## src/rtl/if_fetch_stage_if.sv

```systemverilog
// Instruction-memory request bus between the fetch stage and the memory.
// master = fetch stage (issues requests), slave = memory (completes them).
interface if_fetch_stage_if;
  logic        imem_req;
  logic [31:0] imem_addr;
  logic [31:0] imem_rdata;
  logic        imem_ready;

  modport master (
    output imem_req,
    output imem_addr,
    input  imem_rdata,
    input  imem_ready
  );

  modport slave (
    input  imem_req,
    input  imem_addr,
    output imem_rdata,
    output imem_ready
  );
endinterface

```

## src/rtl/if_fetch_stage.sv

```systemverilog
// Instruction-fetch stage with IF/ID pipeline register.
// Fetches over a variable-latency req/ready bus, parks a word that returns
// during a freeze in a one-entry skid buffer, and discards the in-flight
// word when a branch redirects the fetch stream.
module if_fetch_stage #(
  parameter logic [31:0] RESET_PC     = 32'h0000_0000,
  parameter logic [31:0] BUBBLE_INSTR = 32'h0000_0000
) (
  input  logic                    clk,
  input  logic                    rst,
  input  logic                    freeze,
  input  logic                    branch_taken,
  input  logic [31:0]             branch_addr,
  if_fetch_stage_if.master        imem,
  output logic [31:0]             PC_out,
  output logic [31:0]             instruction,
  output logic                    valid
);

  typedef enum logic [1:0] {
    S_FETCH   = 2'd0,
    S_HOLD    = 2'd1,
    S_DISCARD = 2'd2
  } state_t;

  state_t      state_q, state_d;
  logic [31:0] fetch_pc_q, fetch_pc_d;
  logic [31:0] disc_addr_q, disc_addr_d;   // address still owed by memory after a redirect
  logic [31:0] skid_instr_q, skid_instr_d;
  logic [31:0] skid_pc_q, skid_pc_d;
  logic        skid_valid_q, skid_valid_d;
  logic [31:0] pc_out_q, pc_out_d;
  logic [31:0] instr_q, instr_d;
  logic        valid_q, valid_d;
  logic        run_q;                      // low only until the first edge after reset

  logic        req_int;
  logic        accept;
  logic [31:0] pc_plus4;

  // Low address bits of a branch target carry no meaning for word fetches.
  logic unused_baddr_bits;
  assign unused_baddr_bits = ^branch_addr[1:0];

  // Request/address decode purely from registered state.
  assign req_int        = run_q && (state_q != S_HOLD);
  assign accept         = req_int && imem.imem_ready;
  assign pc_plus4       = fetch_pc_q + 32'd4;
  assign imem.imem_req  = req_int;
  assign imem.imem_addr = (state_q == S_DISCARD) ? disc_addr_q : fetch_pc_q;

  assign PC_out      = pc_out_q;
  assign instruction = instr_q;
  assign valid       = valid_q;

  // State register, fetch PC, skid buffer and IF/ID register.
  always_ff @(posedge clk or posedge rst) begin
    if (rst) begin
      state_q      <= S_FETCH;
      fetch_pc_q   <= RESET_PC;
      disc_addr_q  <= 32'h0;
      skid_instr_q <= 32'h0;
      skid_pc_q    <= 32'h0;
      skid_valid_q <= 1'b0;
      pc_out_q     <= 32'h0;
      instr_q      <= BUBBLE_INSTR;
      valid_q      <= 1'b0;
      run_q        <= 1'b0;
    end else begin
      state_q      <= state_d;
      fetch_pc_q   <= fetch_pc_d;
      disc_addr_q  <= disc_addr_d;
      skid_instr_q <= skid_instr_d;
      skid_pc_q    <= skid_pc_d;
      skid_valid_q <= skid_valid_d;
      pc_out_q     <= pc_out_d;
      instr_q      <= instr_d;
      valid_q      <= valid_d;
      run_q        <= 1'b1;
    end
  end

  // Next-state and IF/ID update; a branch overrides freeze and everything else.
  always_comb begin
    state_d      = state_q;
    fetch_pc_d   = fetch_pc_q;
    disc_addr_d  = disc_addr_q;
    skid_instr_d = skid_instr_q;
    skid_pc_d    = skid_pc_q;
    skid_valid_d = skid_valid_q;
    pc_out_d     = pc_out_q;
    instr_d      = instr_q;
    valid_d      = valid_q;

    if (branch_taken) begin
      fetch_pc_d   = {branch_addr[31:2], 2'b00};
      instr_d      = BUBBLE_INSTR;
      valid_d      = 1'b0;
      skid_valid_d = 1'b0;
      case (state_q)
        S_FETCH: begin
          // An unfinished request must still be completed, then thrown away.
          if (req_int && !imem.imem_ready) begin
            state_d     = S_DISCARD;
            disc_addr_d = fetch_pc_q;
          end else begin
            state_d = S_FETCH;
          end
        end
        S_DISCARD: begin
          if (accept) state_d = S_FETCH;
        end
        default: state_d = S_FETCH;
      endcase
    end else begin
      case (state_q)
        S_FETCH: begin
          if (accept) begin
            fetch_pc_d = pc_plus4;
            if (freeze) begin
              skid_instr_d = imem.imem_rdata;
              skid_pc_d    = pc_plus4;
              skid_valid_d = 1'b1;
              state_d      = S_HOLD;
            end else begin
              pc_out_d = pc_plus4;
              instr_d  = imem.imem_rdata;
              valid_d  = 1'b1;
            end
          end else if (!freeze) begin
            instr_d = BUBBLE_INSTR;
            valid_d = 1'b0;
          end
        end
        S_HOLD: begin
          if (!freeze) begin
            pc_out_d     = skid_pc_q;
            instr_d      = skid_instr_q;
            valid_d      = skid_valid_q;
            skid_valid_d = 1'b0;
            state_d      = S_FETCH;
          end
        end
        S_DISCARD: begin
          if (accept) state_d = S_FETCH;
          if (!freeze) begin
            instr_d = BUBBLE_INSTR;
            valid_d = 1'b0;
          end
        end
        default: state_d = S_FETCH;
      endcase
    end
  end

endmodule

```

## src/flat_wrapper.sv

```systemverilog
// flat-port wrapper written by rule: the top's interface ports become plain ports
module if_fetch_stage_flat 
#(
  parameter logic [31:0] RESET_PC     = 32'h0000_0000,
  parameter logic [31:0] BUBBLE_INSTR = 32'h0000_0000
)
  (clk, rst, freeze, branch_taken, branch_addr, PC_out, instruction, valid, imem_imem_req, imem_imem_addr, imem_imem_rdata, imem_imem_ready);
  if_fetch_stage_if imem_i ();
  input  logic clk;
  input  logic rst;
  input  logic freeze;
  input  logic branch_taken;
  input  logic [31:0] branch_addr;
  output logic [31:0] PC_out;
  output logic [31:0] instruction;
  output logic valid;
  output wire logic [$bits(imem_i.imem_req)-1:0] imem_imem_req;
  output wire logic [$bits(imem_i.imem_addr)-1:0] imem_imem_addr;
  input wire logic [$bits(imem_i.imem_rdata)-1:0] imem_imem_rdata;
  input wire logic [$bits(imem_i.imem_ready)-1:0] imem_imem_ready;
  assign imem_imem_req = imem_i.imem_req;
  assign imem_imem_addr = imem_i.imem_addr;
  assign imem_i.imem_rdata = imem_imem_rdata;
  assign imem_i.imem_ready = imem_imem_ready;
  if_fetch_stage #(.RESET_PC(RESET_PC), .BUBBLE_INSTR(BUBBLE_INSTR)) u_core (.clk(clk), .rst(rst), .freeze(freeze), .branch_taken(branch_taken), .branch_addr(branch_addr), .imem(imem_i), .PC_out(PC_out), .instruction(instruction), .valid(valid));
endmodule
```

## config.mk

```make
export PLATFORM = sky130hd
export DESIGN_NAME = if_fetch_stage_flat
export DESIGN_NICKNAME = d
export VERILOG_FILES = /design/src/rtl/if_fetch_stage_if.sv /design/src/rtl/if_fetch_stage.sv /design/src/flat_wrapper.sv
export SDC_FILE = /design/constraint.sdc
export NUM_CORES = 1
export LEC_CHECK = 0
export CAP_MARGIN = 20
export CORE_MARGIN = 5
export CORE_UTILIZATION = 45
export CTS_CLUSTER_SIZE = 12
export DETAILED_ROUTE_END_ITERATION = 10
export PLACE_DENSITY = 0.7
export SETUP_SLACK_MARGIN = 0.02
export SLEW_MARGIN = 20
export SYNTH_ARGS = -nofsm -noshare
export SYNTH_HDL_FRONTEND = slang
export SYNTH_SLANG_ARGS = --single-unit
```

## constraint.sdc

```tcl
create_clock -name clk -period 9.9 [get_ports clk]
set_clock_uncertainty 0.05 [all_clocks]
set_input_delay 1.98 -clock clk [delete_from_list [all_inputs] [get_ports clk]]
set_output_delay 1.98 -clock clk [all_outputs]
set_load 0.05 [all_outputs]
```

==> impl_metrics.ini <==
[cells_and_area]
synthToLayoutAreaGrowth_pct = 23.4
fin_area_sq_um = 11800
layout_common_cells = dfrtp_1 (189), clkdlybuf4s50_1 (159), nand2_1 (105), mux2_2 (95), o21ai_0 (93)
layout-drive-gt1-share_pct = 14.5
final_core_util_pct = 56.3
n_antenna_cell = 0
final_common_cell = dfrtp_1
finalNetCount = 1145
fillCellCount = 1886

[synthesis]
synth_compound_area_share_pct = 13.8
synth_top_family_by_area = simple AND/OR/NAND/NOR gates
synthSimpleGateAreaFrac_pct = 15.6
syn_area_sq_um = 9570
yosysWarningCount = 0
syn_avg_cell_area_sq_um = 9.88
ys_seq_area_share_pct = 49.4
synth_top_area_share_pct = 49.4
synth_cell_types = 51
synthCells = 968
synthAdderAreaFrac_pct = 0.523
synth_edf_count = 0
synth_ff_type = dfrtp_1
synth-xor-area-share_pct = 4.67
synthTopCellsByArea = dfrtp_1 (49%), mux2_2 (11%), o21ai_0 (4.9%)
ys_async_sr_fraction_pct = 100
synth_mux_area_share_pct = 11.4
synth_top_cell_by_area = dfrtp_1
synth_seq_cells = 189

[setup_path]
required_ns = 7.87
cp.arrival_ns = 2.73
critPathCaptureType = output pin
worstSetupStartpointType = flop
path_max_fanout = 33
crit_type = flop to output pin

[flow_run]
max_cap_viol_count = 0

[pwr]
p_leak_nw = 4.84
seq_power_share_pct = 42.2
switching_share_pct = 37.0
peakVddDrop_mv = 0.124
combinationalPowerShare_pct = 31.8
power.switching_uw = 952
p_int_mw = 1.62
pwr-share-clk_pct = 26.0
p_per_area_nw_per_um2 = 218

[die]
core_sq_um = 21000
io_pins = 167
fp-row-count = 53
initial_core_util_pct = 45.6
dieHeight_um = 156
die-width_um = 156
die-area_sq_um = 24300

[clocking]
htree_levels = 4
post-cts-setup-buffer-count = 0
root_buffer = clkbuf_16
cts_tree = yes
clk_pin_slew_ns = 0.07
clk_path_buf_depth = 2
cts_sinks = 189
hold_buffers = 0
clkLatencyLatePin_ns = 0.43
cts_buffers = 17
cts_resized = 0

[grt]
grt_antenna_before_repair = 0
grt_overflow = 0
grt_max_degree = 127
grt_pass1_vias = 7392
grt_pass1_wl_mm = 41.0
track_usage_pct = 21.0

[placed_design]
routabilityCongestion = 0.880
numPortBuffers = 160
placed_area_sq_um = 11200
dp_hpwl_mm = 16.4

[sta]
report.final.slew_viol_count = 0
setup_violations = 0
maxSlewHeadroom_pct = 27.2
rsz0062_at_grt = false
post-route-min-period_ns = 4.76
finalSetupTns_ns = 0
hold_viol = 0
timing.hold.ws_ns = 0.440
fmax_ghz = 0.210
period_share_pct = 48.1
tightest_slew_ns = 1.09

[routing]
drt_iter0_drc = 589
ant_nets = 0
firstDrtPassIters = 4
wire_per_inst_um = 18.9
via_per_inst = 5.55
wl_mm = 25.7
vias = 7552
remaining_drc_errors = 0

[run_status]
status = complete, no violations

[hold_path]
hp-class = flop to flop
layout make-up:
cell class	instances	area, sq um	share of cell area, %
Clock buffer	19	443	3.75
Sequential cell	189	4730	40.1
Tap cell	275	344	2.92
Timing Repair Buffer	173	1690	14.4
Inverter	5	26.3	0.223
Clock inverter	13	126	1.07
Multi-Input combinational cell	686	4440	37.6
power groups by stage:
stage               sequential, mW  clock [mW]  combinational, mW
detailed placement            1.10           0              0.822
finish                        1.08       0.668              0.818
global route                  1.11       0.713              0.875
CTS                           1.08       0.681              0.825
floorplan                     1.24           0              0.406
global placement              1.09           0              0.808
state kept, by name, summed over array words and instances, names as in the netlist:
signal / cells
u_core.run_q: 1
u_core.disc_addr_q: 30
u_core.skid_pc_q: 30
u_core.state_q: 2
u_core.instruction: 32
u_core.fetch_pc_q: 30
u_core.skid_valid_q: 1
u_core.valid: 1
u_core.skid_instr_q: 32
u_core.PC_out: 30
logic make-up after synthesis:
group,after synthesis
simple gates,298
compound gates,231
flops,189
mux,97
buf+inv,96
xor+xnor,51
fa+ha+maj,4
other cells,2
routing by layer:
metal | wire length, um | share of wire (%) | vias up | track usage, %
li1 | - | - | 3584 | -
met2 | 11500 | 45 | 225 | 31.1
met4 | 542 | 2.1 | 0 | 6.46
met5 | 0 | 0 | - | 0
met1 | 12400 | 48 | 3709 | 31.6
met3 | 1330 | 5.2 | 34 | 3.61
final timing paths:
path                            slack, ns                       to  depth (start not counted)         startpoint
worst max register to register       6.87  u_core.skid_instr_q[16]                          8  u_core.state_q[1]
max in group asynchronous            6.30    u_core.fetch_pc_q[30]                          3                rst
worst max-delay path                 5.14       imem_imem_addr[29]                          5  u_core.state_q[0]
worst min-delay path                 0.44        u_core.PC_out[28]                          2  u_core.PC_out[28]
worst min register to register       0.44        u_core.PC_out[28]                          2  u_core.PC_out[28]
min in group asynchronous            2.10   u_core.instruction[28]                          2                rst
cells in the mapped netlist, types with 13 or more instances:
cell and number:
nor2_1 58, nand4_1 13, a22o_1 31, nand2_1 105, nor3_1 17, o21ai_0 93, and3_1 44, buf_2 27
xor2_1 24, dfrtp_1 189, nand3_1 22, a21oi_1 81, xnor2_1 27, mux2_2 95, clkbuf_1 51
stage by stage:
stage,total power [mW],setup WS [ns],std cells
2_1_floorplan,1.64,2.73,971
3_3_place_gp,1.89,5.37,1328
3_5_place_dp,1.92,5.32,1328
4_1_cts,2.59,5.14,1360
5_1_grt,2.69,5.07,1360
6_report,2.57,5.14,1360
worst max-delay path: stages (launching register included):
cell and delay, ns:
dfrtp_1 0.40, inv_1 0.09, ha_1 0.21, buf_4 0.44, mux2_2 0.43, clkdlybuf4s50_1 0.71
(Power assumes the default switching activity.)
